$ cat src/rtl/alu_div_seq_if.sv
// Handshake and operand/result bundle for the sequential divider.
// master = control unit issuing divides, slave = alu_div_seq.
interface alu_div_seq_if #(
   parameter int WIDTH = 32
);
   logic             start;
   logic             signed_op;
   logic [WIDTH-1:0] dividend;
   logic [WIDTH-1:0] divisor;
   logic             busy;
   logic             done;
   logic [WIDTH-1:0] quotient;
   logic [WIDTH-1:0] remainder;
   logic             div_by_zero;

   modport master (
      output start, signed_op, dividend, divisor,
      input  busy, done, quotient, remainder, div_by_zero
   );

   modport slave (
      input  start, signed_op, dividend, divisor,
      output busy, done, quotient, remainder, div_by_zero
   );
endinterface

$ cat src/rtl/alu_div_seq.sv
// Multi-cycle restoring divider, one quotient bit per clock, start/busy/done handshake.
// Define ALU_DIV_SIGNED_EN to honour signed_op (two's-complement, truncating).
module alu_div_seq #(
   parameter  int WIDTH = 32,
   localparam int CNT_W = $clog2(WIDTH) + 1
) (
   input  logic        clk,
   input  logic        clr,
   alu_div_seq_if.slave bus
);

   typedef enum logic [1:0] {IDLE, RUN, DONE} state_t;

   state_t             state, state_nx;
   logic               accept;
   logic [WIDTH:0]     acc;
   logic [WIDTH-1:0]   q;
   logic [WIDTH-1:0]   m;
   logic [CNT_W-1:0]   cnt;
   logic               zero_op;
   logic               finish;
   logic [WIDTH-1:0]   quo_r;
   logic [WIDTH-1:0]   rem_r;
   logic               dbz_r;
   logic [WIDTH:0]     shifted;
   logic [WIDTH:0]     diff;
   logic [WIDTH-1:0]   abs_n;
   logic [WIDTH-1:0]   abs_d;
   logic [WIDTH-1:0]   q_fin;
   logic [WIDTH-1:0]   r_fin;

`ifdef ALU_DIV_SIGNED_EN
   logic sgn_n, sgn_d;
   logic neg_q, neg_r;

   always_comb begin
      sgn_n = bus.signed_op & bus.dividend[WIDTH-1];
      sgn_d = bus.signed_op & bus.divisor[WIDTH-1];
      abs_n = sgn_n ? -bus.dividend : bus.dividend;
      abs_d = sgn_d ? -bus.divisor  : bus.divisor;
      q_fin = neg_q ? -q : q;
      r_fin = neg_r ? -acc[WIDTH-1:0] : acc[WIDTH-1:0];
   end

   always_ff @(posedge clk or posedge clr) begin
      if (clr) begin
         neg_q <= 1'b0;
         neg_r <= 1'b0;
      end else if (accept) begin
         neg_q <= sgn_n ^ sgn_d;
         neg_r <= sgn_n;
      end
   end
`else
   always_comb begin
      abs_n = bus.dividend;
      abs_d = bus.divisor;
      q_fin = q;
      r_fin = acc[WIDTH-1:0];
   end
`endif

   always_comb begin
      shifted = {acc[WIDTH-1:0], q[WIDTH-1]};
      diff    = shifted - {1'b0, m};
      finish  = (state == RUN) && (zero_op || (cnt == CNT_W'(WIDTH)));
      accept  = bus.start && ((state == IDLE) || (state == DONE));
   end

   always_ff @(posedge clk or posedge clr) begin
      if (clr) state <= IDLE;
      else     state <= state_nx;
   end

   // A zero divisor still spends the one cycle after acceptance in RUN, so done
   // appears on the edge after the accepting edge with busy covering that cycle.
   always_comb begin
      state_nx = state;
      case (state)
         IDLE:    if (accept) state_nx = RUN;
         RUN:     if (finish) state_nx = DONE;
         DONE:    state_nx = accept ? RUN : IDLE;
         default: state_nx = IDLE;
      endcase
   end

   always_ff @(posedge clk or posedge clr) begin
      if (clr) begin
         acc     <= '0;
         q       <= '0;
         m       <= '0;
         cnt     <= '0;
         zero_op <= 1'b0;
         quo_r   <= '0;
         rem_r   <= '0;
         dbz_r   <= 1'b0;
      end else if (accept) begin
         zero_op <= (bus.divisor == '0);
         // On divide-by-zero q keeps the raw dividend for the remainder result.
         q       <= (bus.divisor == '0) ? bus.dividend : abs_n;
         m       <= abs_d;
         acc     <= '0;
         cnt     <= '0;
      end else if (finish) begin
         dbz_r <= zero_op;
         if (zero_op) begin
            quo_r <= '1;
            rem_r <= q;
         end else begin
            quo_r <= q_fin;
            rem_r <= r_fin;
         end
      end else if (state == RUN) begin
         if (!diff[WIDTH]) begin
            acc <= diff;
            q   <= {q[WIDTH-2:0], 1'b1};
         end else begin
            acc <= shifted;
            q   <= {q[WIDTH-2:0], 1'b0};
         end
         cnt <= cnt + 1'b1;
      end
   end

   assign bus.busy        = (state == RUN);
   assign bus.done        = (state == DONE);
   assign bus.quotient    = quo_r;
   assign bus.remainder   = rem_r;
   assign bus.div_by_zero = dbz_r;

endmodule

$ cat src/flat_wrapper.sv
// flat-port wrapper written by rule: the top's interface ports become plain ports
module alu_div_seq_flat 
#(
   parameter  int WIDTH = 32,
   localparam int CNT_W = $clog2(WIDTH) + 1
)
  (clk, clr, bus_start, bus_signed_op, bus_dividend, bus_divisor, bus_busy, bus_done, bus_quotient, bus_remainder, bus_div_by_zero);
  alu_div_seq_if #(.WIDTH(WIDTH)) bus_i ();
  input  logic clk;
  input  logic clr;
  input wire logic [$bits(bus_i.start)-1:0] bus_start;
  input wire logic [$bits(bus_i.signed_op)-1:0] bus_signed_op;
  input wire logic [$bits(bus_i.dividend)-1:0] bus_dividend;
  input wire logic [$bits(bus_i.divisor)-1:0] bus_divisor;
  output wire logic [$bits(bus_i.busy)-1:0] bus_busy;
  output wire logic [$bits(bus_i.done)-1:0] bus_done;
  output wire logic [$bits(bus_i.quotient)-1:0] bus_quotient;
  output wire logic [$bits(bus_i.remainder)-1:0] bus_remainder;
  output wire logic [$bits(bus_i.div_by_zero)-1:0] bus_div_by_zero;
  assign bus_i.start = bus_start;
  assign bus_i.signed_op = bus_signed_op;
  assign bus_i.dividend = bus_dividend;
  assign bus_i.divisor = bus_divisor;
  assign bus_busy = bus_i.busy;
  assign bus_done = bus_i.done;
  assign bus_quotient = bus_i.quotient;
  assign bus_remainder = bus_i.remainder;
  assign bus_div_by_zero = bus_i.div_by_zero;
  alu_div_seq #(.WIDTH(WIDTH)) u_core (.clk(clk), .clr(clr), .bus(bus_i));
endmodule
$ cat config.mk
export PLATFORM = sky130hd
export DESIGN_NAME = alu_div_seq_flat
export DESIGN_NICKNAME = d
export VERILOG_FILES = /design/src/rtl/alu_div_seq_if.sv /design/src/rtl/alu_div_seq.sv /design/src/flat_wrapper.sv
export SDC_FILE = /design/constraint.sdc
export NUM_CORES = 1
export LEC_CHECK = 0
export ABC_AREA = 1
export BUFFER_PORTS_ARGS = -buffer_cell sky130_fd_sc_hd__buf_2
export CAP_MARGIN = 20
export CORE_AREA = 8 8 151 153
export CTS_CLUSTER_DIAMETER = 30
export DETAILED_ROUTE_END_ITERATION = 10
export DIE_AREA = 0 0 159 161
export PLACE_DENSITY = 0.7
export SETUP_SLACK_MARGIN = 0.3
export SKIP_CTS_REPAIR_TIMING = 1
export SLEW_MARGIN = 20
export SYNTH_ARGS = -nofsm -noshare
export SYNTH_HDL_FRONTEND = slang
export SYNTH_SLANG_ARGS = --single-unit
$ cat constraint.sdc
create_clock -name clk -period 8.2 [get_ports clk]
set_input_delay 0.82 -clock clk [delete_from_list [all_inputs] [get_ports clk]]
set_output_delay 0.82 -clock clk [all_outputs]
set_load 0.02 [all_outputs]
==> impl_metrics.yaml <==
sta:
  max_slew_margin_pct: 34.6
  period_share_pct: 47.0
  min_period_ns: 3.86
  slew_violations: 0
  fin_skew_ns: 0.0129
  max_freq_mhz: 259
  tns_ns: 0
  rsz0062_at_grt: "no"
  finalSetupViolCount: 0
  worst_pin_slew_ns: 0.979
  hold_viol: 0
synth:
  synthArstFlopShare_pct: 100
  syn_area_sq_um: 10000
  synthXorXnorAreaFrac_pct: 1.31
  synth_top_family_by_area: "simple AND/OR/NAND/NOR gates"
  ys_types: 34
  synth_nets: 1527
  synth_edf_count: 0
  syn_avg_cell_area_sq_um: 7.03
  yosysTopAreaCell: "dfrtp_1"
  ys_ff_latch: 170
  synth_adder_area_share_pct: 4.45
  yosys_warnings: 0
  synth_compound_area_share_pct: 10.4
  synthSimpleGateAreaFrac_pct: 30.0
  synthMuxAreaShare_pct: 0
  yosys-top-cells-count: "nand2_1 (486), inv_1 (228), dfrtp_1 (170)"
  yosys_most_used_dff: "dfrtp_1"
  ys_top_cells_by_area: "dfrtp_1 (43%), nand2_1 (18%), inv_1 (8.6%), nor2_1 (4.3%), ha_1 (4.3%)"
  syn_inst: 1424
  post-synth-top-count-cell: "nand2_1"
  synth_top_area_share_pct: 42.5
  yosysSeqAreaShare_pct: 42.5
cells_and_area:
  fillers: 2056
  diodes: 0
  synthToLayoutAreaGrowth_pct: 14.2
  final_nets: 1632
  drive_above_1_share_pct: 13.1
placed_design:
  place.gp.congestion: 0.902
  hpwl_mm: 20.9
  io_buffer_count: 133
cts:
  cts_tree: "yes"
  cts.sinks: 170
  cts.clk_slew.worst_paths_ns: 0.07
  cts_root_buf: "clkbuf_16"
  clock_latency_ns: 0.44
  cts_buffers: 17
  clock_path_buffers: 2
  htree_levels: 4
worst_setup_path:
  critPathArrivalTime_ns: 4.19
  startpoint_type: "register"
  cp_common_cell: "buf_4"
  crit_path_max_incr_delay_ns: 0.72
  worstPathMaxFanout: 49
  reg2reg_depth: 8
  path_cells: "buf_4 > clkinv_1 > nand3_1 > nand2_1 > inv_1 > buf_4 > a22oi_1 > o21ai_0"
  worst_ep_required_time_ns: 8.53
  crit_path_end_kind: "register"
  critical-path-slowest-cell: "nand2_1"
  worstSetupPathType: "register to register"
global_route:
  grt_overflow_total: 0
  antenna_found_initial: 0
  gr-usage-all-layers_pct: 22.5
  grt_max_degree: 72
  grt_first_pass_wirelength_mm: 47.2
  grt_pass1_vias: 9372
floorplanning:
  start_util_pct: 48.7
  rows: 53
  die_h_um: 161
  ios: 135
  core_area_sq_um: 20600
  fp.dieW_um: 159
  die_area_sq_um: 25600
min_path:
  hold_class: "input port to asynchronous set/reset pin"
drt:
  vias_per_cell: 5.13
  drt-pass1-iter-count: 5
  wl_mm: 28.5
  drc: 0
  initialDrtViolationCount: 654
  num_vias: 9329
  wl_per_cell_um: 15.7
  final_antenna_net_count: 0
status:
  status: "complete, no violations"
job:
  maxCapViolCount: 0
## worst max-delay path, delay by kind of cell (launching register included)
family,cells,cell delay [ns]
buf+inv,4,1.80
simple gates,2,1.40
flops,1,0.32
compound gates,2,0.19
## layout make-up
type                            count  area (sq um)  area share, %
Sequential cell                   170          4250           37.2
Clock buffer                       18           429           3.76
Clock inverter                     14           158           1.38
Inverter                          233           880           7.70
Tap cell                          275           344           3.01
Multi-Input combinational cell    965          4630           40.5
Timing Repair Buffer              142           733           6.42
## worst paths after layout
check / startpoint / end / slack (ns)
worst max-delay path: u_core.zero_op$_DFFE_PP0P_ / u_core.q[26]$_DFFE_PP0P_ / 4.34
worst min-delay path: clr / u_core.m[6]$_DFFE_PP0P_ / 0.38
worst max register to register: u_core.zero_op$_DFFE_PP0P_ / u_core.q[26]$_DFFE_PP0P_ / 4.34
worst min register to register: u_core.m[16]$_DFFE_PP0P_ / u_core.m[16]$_DFFE_PP0P_ / 0.49
max in group asynchronous: clr / u_core.cnt[2]$_DFFE_PP0P_ / 6.57
min in group clk: u_core.m[16]$_DFFE_PP0P_ / u_core.m[16]$_DFFE_PP0P_ / 0.49
## sequential cells by signal, indices dropped and copies added, names as in the netlist
name and cells:
u_core.acc 32, u_core.state 2, u_core.q 32, u_core.bus.div_by_zero 1
u_core.bus.quotient 32, u_core.zero_op 1, u_core.cnt 6, u_core.m 32
u_core.bus.remainder 32
## placed cells by master (no fill, tap or decap), types with 6 or more instances in the layout
cell / synthesis / routed
xnor2_1: 14 / 14
clkbuf_16: 0 / 17
nand4_1: 12 / 12
inv_1: 228 / 227
dfrtp_1: 170 / 170
o21ai_0: 73 / 73
nand3_1: 79 / 79
a31oi_1: 48 / 48
nand2_1: 486 / 485
ha_1: 34 / 34
buf_4: 2 / 9
o211ai_1: 16 / 16
nand2_2: 20 / 21
nand3b_1: 6 / 6
a22oi_1: 16 / 16
a21oi_1: 23 / 23
nor3_1: 9 / 9
buf_2: 5 / 133
nor2_1: 114 / 114
## per-layer routing
| metal | share of wire, % | routed length [um] | global-route usage (%) | vias up |
|---|---|---|---|---|
| li1 | - | - | - | 4667 |
| met1 | 44 | 12500 | 28.1 | 4351 |
| met2 | 49 | 13900 | 38.8 | 262 |
| met3 | 4.7 | 1340 | 3.41 | 49 |
| met5 | 0 | 0 | 0 | - |
| met4 | 2.8 | 795 | 8.58 | 0 |
## through the flow
stage	worst slack, ns	std cells	hold WS, ns	area [sq um]	utilization [%]
final	4.34	1817	0.383	11400	55.6
after global routing	4.07	1817	0.416	11400	55.6
after CTS	4.38	1817	0.395	11400	55.6
after detailed placement	4.42	1785	0.472	10800	52.7
after global placement	4.53	1785	0.468	10800	52.7
after floorplan	2.78	1424	0.453	10000	-
## logic make-up after synthesis
kind of cell / Yosys count
adders and majority gates: 35
and+or+nand+nor: 736
AOI/OAI and AO/OA: 179
buffers and inverters: 289
xor gates and xnor gates: 15
DFF: 170
Power is not shown: default switching activity piles up to over one toggle a cycle in this logic, so the estimate is an artifact.
